[src/rtl/cpu_pkg.sv]
// Shared CPU definitions: fetch FSM states, byte-sequencer phases, opcode class helper.
// FETCH_ROM_LIMIT_EN adds the FAULT state used by the ROM-limit check.
package cpu_pkg;

  localparam logic [1:0] CPUSTATE_RUN = 2'b11;
  localparam logic [3:0] OP_MVRD_HI   = 4'b1010;

  typedef enum logic [3:0] {
    IDLE,
    OP_ADDR,
    OP_RD,
    OP_CAP,
    IM_ADDR,
    IM_RD,
    IM_CAP,
    HOLD
`ifdef FETCH_ROM_LIMIT_EN
    , FAULT
`endif
  } fetch_state_e;

  typedef enum logic [1:0] {
    BP_NONE,
    BP_ADDR,
    BP_RD,
    BP_CAP
  } byte_phase_e;

  function automatic logic [15:0] instr_len(input logic [7:0] op);
    return (op[7:4] == OP_MVRD_HI) ? 16'd2 : 16'd1;
  endfunction

endpackage

[src/rtl/fetch_byte_seq.sv]
// Memory-side address/read/capture sequencer for one byte; driven by the fetch FSM's
// next phase so mem_addr and mem_read come straight from registers.
module fetch_byte_seq
  import cpu_pkg::*;
#(
  parameter logic [15:0] RESET_ADDR = 16'h0000
) (
  input  logic        clk_i,
  input  logic        reset_i,
  input  byte_phase_e phase_d_i,
  input  logic [15:0] addr_d_i,
  input  logic [7:0]  mem_data_i,
  output logic [15:0] mem_addr_o,
  output logic        mem_read_o,
  output logic [7:0]  data_o
);

  logic [15:0] addr_q;
  logic        read_q;

  // Address only moves in the ADDR phase, so read always rises on a settled address.
  always_ff @(posedge clk_i) begin
    if (reset_i) begin
      addr_q <= RESET_ADDR;
      read_q <= 1'b0;
    end else begin
      read_q <= (phase_d_i == BP_RD) || (phase_d_i == BP_CAP);
      if (phase_d_i == BP_ADDR) addr_q <= addr_d_i;
    end
  end

  assign mem_addr_o = addr_q;
  assign mem_read_o = read_q;
  assign data_o     = mem_data_i;

endmodule

[src/rtl/fetch_unit.sv]
// Instruction fetch stage: fetches opcode (+ immediate for MVRD) and holds it for the decoder.
// FETCH_ROM_LIMIT_EN enables the sticky fault on fetch addresses above ROM_TOP.
module fetch_unit
  import cpu_pkg::*;
#(
  parameter logic [15:0] RESET_PC = 16'h0000
`ifdef FETCH_ROM_LIMIT_EN
  , parameter logic [15:0] ROM_TOP = 16'h001F
`endif
) (
  input  logic        clk_i,
  input  logic        reset_i,
  input  logic        run_en_i,
  input  logic        redirect_i,
  input  logic [15:0] redirect_addr_i,
  output logic [15:0] mem_addr_o,
  output logic        mem_read_o,
  input  logic [7:0]  mem_data_i,
  output logic        instr_valid_o,
  input  logic        instr_ready_i,
  output logic [7:0]  instr_op_o,
  output logic [7:0]  instr_imm_o,
  output logic [15:0] instr_pc_o,
  output logic [15:0] pc_o,
  output logic        fault_o
);

  fetch_state_e state_q, state_d;
  logic [15:0]  pc_q, pc_d, ipc_q, ipc_d, addr_d, go_addr;
  logic [7:0]   op_q, op_d, imm_q, imm_d, seq_byte;
  logic         valid_q, valid_d, go_fetch, go_imm;
  byte_phase_e  phase_d;
`ifdef FETCH_ROM_LIMIT_EN
  logic         fault_q, fault_d;
`endif

  fetch_byte_seq #(.RESET_ADDR(RESET_PC)) u_seq (
    .clk_i      (clk_i),
    .reset_i    (reset_i),
    .phase_d_i  (phase_d),
    .addr_d_i   (addr_d),
    .mem_data_i (mem_data_i),
    .mem_addr_o (mem_addr_o),
    .mem_read_o (mem_read_o),
    .data_o     (seq_byte)
  );

  always_comb begin
    state_d  = state_q;
    pc_d     = pc_q;
    ipc_d    = ipc_q;
    op_d     = op_q;
    imm_d    = imm_q;
    valid_d  = valid_q;
    phase_d  = BP_NONE;
    addr_d   = pc_q;
    go_fetch = 1'b0;
    go_imm   = 1'b0;
    go_addr  = pc_q;
`ifdef FETCH_ROM_LIMIT_EN
    fault_d  = fault_q;
`endif
    if (redirect_i) begin
      pc_d    = redirect_addr_i;
      valid_d = 1'b0;
      state_d = IDLE;
`ifdef FETCH_ROM_LIMIT_EN
      fault_d = 1'b0;
`endif
      if (run_en_i) begin
        go_fetch = 1'b1;
        go_addr  = redirect_addr_i;
      end
    end else begin
      unique case (state_q)
        IDLE: go_fetch = run_en_i;
        OP_ADDR, IM_ADDR: begin
          if (!run_en_i) state_d = IDLE;
          else begin
            state_d = (state_q == OP_ADDR) ? OP_RD : IM_RD;
            phase_d = BP_RD;
          end
        end
        OP_RD, IM_RD: begin
          if (!run_en_i) state_d = IDLE;
          else begin
            state_d = (state_q == OP_RD) ? OP_CAP : IM_CAP;
            phase_d = BP_CAP;
          end
        end
        OP_CAP: begin
          if (!run_en_i) state_d = IDLE;
          else begin
            op_d  = seq_byte;
            ipc_d = pc_q;
            imm_d = 8'h00;
            if (seq_byte[7:4] == OP_MVRD_HI) begin
              go_fetch = 1'b1;
              go_imm   = 1'b1;
              go_addr  = pc_q + 16'd1;
            end else begin
              state_d = HOLD;
              valid_d = 1'b1;
            end
          end
        end
        IM_CAP: begin
          if (!run_en_i) state_d = IDLE;
          else begin
            imm_d   = seq_byte;
            state_d = HOLD;
            valid_d = 1'b1;
          end
        end
        // A dropped run_en leaves the instruction held; it can still be taken.
        HOLD: begin
          if (instr_ready_i) begin
            valid_d = 1'b0;
            pc_d    = pc_q + instr_len(op_q);
            state_d = IDLE;
            if (run_en_i) begin
              go_fetch = 1'b1;
              go_addr  = pc_q + instr_len(op_q);
            end
          end
        end
`ifdef FETCH_ROM_LIMIT_EN
        FAULT: state_d = FAULT;
`endif
        default: state_d = IDLE;
      endcase
    end

    if (go_fetch) begin
`ifdef FETCH_ROM_LIMIT_EN
      if (go_addr > ROM_TOP) begin
        state_d = FAULT;
        fault_d = 1'b1;
        valid_d = 1'b0;
      end else
`endif
      begin
        state_d = go_imm ? IM_ADDR : OP_ADDR;
        phase_d = BP_ADDR;
        addr_d  = go_addr;
      end
    end
  end

  always_ff @(posedge clk_i) begin
    if (reset_i) begin
      state_q <= IDLE;
      pc_q    <= RESET_PC;
      ipc_q   <= 16'h0000;
      op_q    <= 8'h00;
      imm_q   <= 8'h00;
      valid_q <= 1'b0;
`ifdef FETCH_ROM_LIMIT_EN
      fault_q <= 1'b0;
`endif
    end else begin
      state_q <= state_d;
      pc_q    <= pc_d;
      ipc_q   <= ipc_d;
      op_q    <= op_d;
      imm_q   <= imm_d;
      valid_q <= valid_d;
`ifdef FETCH_ROM_LIMIT_EN
      fault_q <= fault_d;
`endif
    end
  end

  assign instr_valid_o = valid_q;
  assign instr_op_o    = op_q;
  assign instr_imm_o   = imm_q;
  assign instr_pc_o    = ipc_q;
  assign pc_o          = pc_q;
`ifdef FETCH_ROM_LIMIT_EN
  assign fault_o       = fault_q;
`else
  assign fault_o       = 1'b0;
`endif

endmodule
[config.mk]
export PLATFORM = sky130hd
export DESIGN_NAME = fetch_unit
export DESIGN_NICKNAME = d
export VERILOG_FILES = /design/src/rtl/cpu_pkg.sv /design/src/rtl/fetch_byte_seq.sv /design/src/rtl/fetch_unit.sv
export SDC_FILE = /design/constraint.sdc
export NUM_CORES = 1
export LEC_CHECK = 0
export ABC_AREA = 1
export CORE_UTILIZATION = 54
export CTS_CLUSTER_DIAMETER = 30
export DETAILED_ROUTE_END_ITERATION = 8
export GPL_TIMING_DRIVEN = 1
export PLACE_DENSITY = 0.86
export SYNTH_ARGS = -nofsm -noshare
export SYNTH_HDL_FRONTEND = slang
export SYNTH_SLANG_ARGS = --single-unit
[constraint.sdc]
create_clock -name clk_i -period 5.6 [get_ports clk_i]
set_input_delay 1.12 -clock clk_i [delete_from_list [all_inputs] [get_ports clk_i]]
set_output_delay 1.12 -clock clk_i [all_outputs]
set_load 0.005 [all_outputs]
**Yosys cells after proc, flatten, opt, wreduce, memory -nomap -nowiden**

Cells that the tools add are included.

- Add/subtract/negate cells: 2
- Eq/ne operators: 19
- Muxes and demuxes: 45
- Bitwise logic cells: 1
- Reduce and logical (&&, ||, !) cells: 14

Operator list:

| cell | count |
|---|---|
| 2-to-1 mux 16 bit | 10 |
| one-hot mux 16 bit (2 select lines) | 1 |
| one-hot mux 4 bit (6 select lines) | 1 |
| 2-to-1 mux 4 bit | 5 |
| 2-to-1 mux 3 bit | 6 |
| adder 16 x 1 -> 16 bit (second input constant) | 1 |
| adder 16 x 2 -> 16 bit | 1 |
| equality test 4 x 3 -> 1 bit (second input constant) | 4 |
| 2-to-1 mux 8 bit | 2 |
| one-hot mux 8 bit (2 select lines) | 1 |
| 2-to-1 mux 1 bit | 11 |
| 2-to-1 mux 2 bit | 5 |
| equality test 4 x 2 -> 1 bit (second input constant) | 2 |
| equality test 4 bit (second input constant) | 2 |
| inequality test 2 bit (second input constant) | 4 |
| one-hot mux 1 bit (3 select lines) | 2 |
| AND reduction 3 bit | 2 |
| nonzero test 2 bit | 3 |
| OR reduction 2 bit | 3 |
| inequality test 5 bit (second input constant) | 1 |
| AND reduction 5 bit | 1 |
| equality test 2 bit (second input constant) | 2 |
| equality test 4 x 1 -> 1 bit (second input constant) | 1 |
| zero test 4 bit | 1 |
| 9 further kinds | 9 |

- Flip-flop bits (word level): 70
- Bits of input ports: 29
- Output and inout bits: 67
- Logic and storage cells: 89

**Longest topological paths before layout**

- Depth in word-level cells: 8
- Mapped depth: 15
- Depth with buffers taken out: 15

**Modules after synthesis**

A second synthesis with hierarchy kept.

- Cells, all modules: 694
- Area total of the unflattened synthesis: 4324.1 sq um

By module, submodules not included:

| module | instances | cells an instance | area each (sq um) | seq. area each (sq um) |
|---|---|---|---|---|
| fetch_unit | 1 | 579 | 3543.4 | 1041.0 |
| fetch_byte_seq | 1 | 115 | 780.7 | 340.3 |

**Worst setup path before layout**

OpenSTA, ideal clock, no wires.

- Path type: input to register
- From: input redirect_i
- To: register u_seq.addr_q[11], in the netlist u_seq.mem_addr_o[11]
- Library setup time: 0.109 ns
- Arrival time: 2.166 ns
- Required time: 5.491 ns
- Slack: 3.325 ns
- Stages on the path: 10
- Path buffers: 2
- Cell sequence: clkbuf_2 -> inv_1 -> buf_2 -> or2_2 -> o21ai_0 -> a21oi_1 -> nand2_1 -> nand3_1 -> nand2_1 -> inv_1

- Longest elaborated chain between the ends: 3
- Elaborated cells on any way between the ends: 6
- Those cells by class: eq/ne: 1; mux: 5

Ends and longest elaborated chain:

| element | RTL line | source |
|---|---|---|
| start: declaration | fetch_unit.sv:14 | `input logic redirect_i,` |
| 2-to-1 mux 2 bit or 2-to-1 mux 1 bit (tied branches) | fetch_unit.sv:63 | `if (redirect_i) begin` |
| 2-to-1 mux 2 bit | fetch_unit.sv:134 | `if (go_fetch) begin` |
| equality test 2 x 1 -> 1 bit | fetch_byte_seq.sv:28 | `if (phase_d_i == BP_ADDR) addr_q <= addr_d_i;` |
| end signal: assignment | fetch_byte_seq.sv:28 |  |
| end: declaration | fetch_byte_seq.sv:18 | `logic [15:0] addr_q;` |

Parallel ways exist; a longest one is shown, timed or not.
A chain may end at the register's enable or synchronous reset.

**Worst setup path after layout**

- From: input redirect_i
- To: register pc_q[15], in the netlist pc_o[15]

- Longest elaborated chain between the ends: 2
- Elaborated cells on any way between the ends: 4
- Those cells by class: mux: 1; reduce/logical: 3

Ends and longest elaborated chain:

| element | RTL line | source |
|---|---|---|
| nonzero test 2 bit (no source line) | - |  |
| AND reduction 2 bit (no source line) | - |  |
| end signal: assignment | fetch_unit.sv:163 | `pc_q <= pc_d;` |
| end: declaration | fetch_unit.sv:29 | `logic [15:0] pc_q, pc_d, ipc_q, ipc_d, addr_d, go_addr;` |

Parallel ways exist; a longest one is shown, timed or not.

==> impl_metrics.env <==
export IMPL_timing_final_crit_share_pct=63.06
export IMPL_skew_ns=0.01231
export IMPL_start_kind="primary input"
export IMPL_dpl_hpwl_mm=8.958
export IMPL_use_met1_pct=42.18
export IMPL_synth_area_top_cells="dfxtp_1, nand2_1, o21ai_0"
export IMPL_ctsResizeCount=0
export IMPL_met2_usage_pct=56.61
export IMPL_n_fill_cell=592
export IMPL_ctsRootBufferMaster="clkbuf_8"
export IMPL_tightest_slew_ns=1.237
export IMPL_yosysWarnings=0
export IMPL_rsz0062_at_grt="no"
export IMPL_synth_area_per_cell_sq_um=6.501
export IMPL_synth_fp_nets=641
export IMPL_core_sq_um=6944
export IMPL_viasPerCell=5.882
export IMPL_path_clk_slew_ns=0.08
export IMPL_max_freq_ghz=0.2832
export IMPL_drive_gt1_share_pct=5.499
export IMPL_multi_input_area_sq_um=2186
export IMPL_ys_ff_latch=69
export IMPL_regArea_sq_um=1381
export IMPL_busiest_layer="met2"
export IMPL_maxCapViolCount=0
export IMPL_yosysSeqAreaShare_pct=34.95
export IMPL_drtPass1Iterations=6
export IMPL_async_flop_share_pct=0
export IMPL_required_ns=5.85
export IMPL_final_hold_viol_count=0
export IMPL_power_leakage_nw=2.184
export IMPL_yosysUniqueCellTypes=36
export IMPL_critPathArrivalTime_ns=3.78
export IMPL_ioPinCount=96
export IMPL_vdd_ir_drop_max_mv=0.1295
export IMPL_cts_setup_buffers=0
export IMPL_power_density_nw_per_um2=220.8
export IMPL_clock_latency_ns=0.36
export IMPL_yosysMostFrequentCell="nand2_1"
export IMPL_htree_levels=3
export IMPL_r2r_slack_ns=3.17
export IMPL_first_iter_violations=467
export IMPL_fin_area_sq_um=5075
export IMPL_finalSetupViolations=0
export IMPL_antenna_found_initial=0
export IMPL_gp_congestion=0.9603
export IMPL_antenna_left=0
export IMPL_placement_io_buffers=94
export IMPL_path_max_fanout=23
export IMPL_grtUsageTotal_pct=34.71
export IMPL_wirelength_mm=12.87
export IMPL_vias=4629
export IMPL_end_kind="flop"
export IMPL_drv_slew=0
export IMPL_relSlewSlack_pct=17.45
export IMPL_outcome="finished, final reports clean"
export IMPL_nets=720
export IMPL_dieWidth_um=87.56
export IMPL_yosys_area_top_type="dfxtp_1"
export IMPL_overflow=0
export IMPL_cts_inserted_buffers=9
export IMPL_die_y_um=87.56
export IMPL_floorplan_initialDensity_pct=56.92
export IMPL_grt_pass1_wl_mm=20.39
export IMPL_cts_tree="yes"
export IMPL_rows=30
export IMPL_syn_area_sq_um=3953
export IMPL_grt_pass1_vias=4272
export IMPL_grt_max_degree=46
export IMPL_num_antenna_cells=0
export IMPL_wire_per_inst_um=16.36
export IMPL_hp_class="flop to flop"
export IMPL_yosys_most_used_dff="dfxtp_1"
export IMPL_dieArea_sq_um=7666
export IMPL_cts_sinks=69
export IMPL_netlist_instances=608
export IMPL_dpl_cell_area_sq_um=4887
export IMPL_worstSetupPathType="primary input to flop"
export IMPL_fin_tns_setup_ns=0
export IMPL_clockBufferDepth=2
export IMPL_ys_top_cells_by_count="nand2_1, nor2_1, dfxtp_1, inv_1, o21ai_0"
export IMPL_min_period_ns=3.531
export IMPL_synth_top_area_share_pct=34.95
export IMPL_ctsHoldBuffers=0
export IMPL_synth_edf_count=0
export IMPL_grt_use_met3_pct=6.221
export IMPL_area_delta_synth_final_pct=28.40
export IMPL_drc=0
-- layer usage --
metal	vias to the layer above	share of wire, %
li1	2166	-
met1	2110	39
met2	294	47
met3	59	9.0
met4	0	4.9
met5	-	0
-- registers in the layout, summed over array words and instances (netlist names) --
name,flops
instr_imm_o,8
instr_valid_o,1
instr_pc_o,16
u_seq.mem_addr_o,16
state_q,3
instr_op_o,8
pc_o,16
u_seq.mem_read_o,1
-- cell usage in the layout, fill, tap and decap left out, drive strengths merged, types with 7 or more instances in the layout --
| cell | count |
|---|---|
| a22oi | 13 |
| inv | 66 |
| dfxtp | 69 |
| nand3 | 57 |
| nand4 | 17 |
| clkdlybuf4s50 | 94 |
| a21oi | 47 |
| nor2 | 82 |
| clkbuf | 9 |
| a31oi | 7 |
| o21ai | 66 |
| nand2 | 130 |
-- area by class of cell --
cell class,instances,area share (%)
clock inverter,6,1.257
clock buffer,9,2.441
sequential,69,27.22
inverter,65,4.808
multi-input combinational,446,43.07
timing repair buffer,96,18.84
tap,96,2.367
-- where the power goes --
part | total, mW | internal (mW) | switching (mW)
registers | 0.535 | 0.509 | 0.0252
logic | 0.178 | 0.0812 | 0.0969
clock network | 0.408 | 0.203 | 0.205
total | 1.12 | 0.794 | 0.327
-- metrics by stage --
step                utilization, %  setup slack (ns)  hold slack (ns)  power, mW  cells
finish                       73.08             2.069           0.4670      1.121    787
global route                 73.08             1.933           0.4957      1.161    787
CTS                          73.08             2.238           0.4653      1.117    787
detailed placement           70.38             1.892           0.4430     0.7183    772
global placement             70.38             1.962           0.4464     0.7149    772
floorplan                        -             3.325           0.4418     0.6331    608
-- worst max-delay path: stages --
cell	delay, ns
clkdlybuf4s50_1	0.78
inv_1	0.72
nand2_1	0.41
inv_1	0.43
nand2_1	0.13
o2111ai_1	0.12
inv_1	0.06
-- cell families after synthesis --
kind of cell             after synthesis  synth area share, %
AO/OA/AOI/OAI                        139                19.12
XOR/XNOR                               5                1.108
adder cells (fa/ha/maj)                4                1.456
buffers and inverters                 93                9.750
flip-flops                            69                34.95
other                                  1              0.09488
AND/OR/NAND/NOR                      297                33.52
-- path summary, 6_finish.rpt --
check                                            to                        from  depth (start not counted)
hold / removal           instr_valid_o$_SDFFE_PP0P_  instr_valid_o$_SDFFE_PP0P_                          2
hold reg to reg          instr_valid_o$_SDFFE_PP0P_  instr_valid_o$_SDFFE_PP0P_                          2
setup reg to reg  u_seq.mem_addr_o[10]$_SDFFE_PP0N_  instr_op_o[4]$_SDFFE_PP0P_                         15
setup / recovery              pc_o[15]$_SDFFE_PP0P_                  redirect_i                          7
Power figures use the tool's default switching activity.
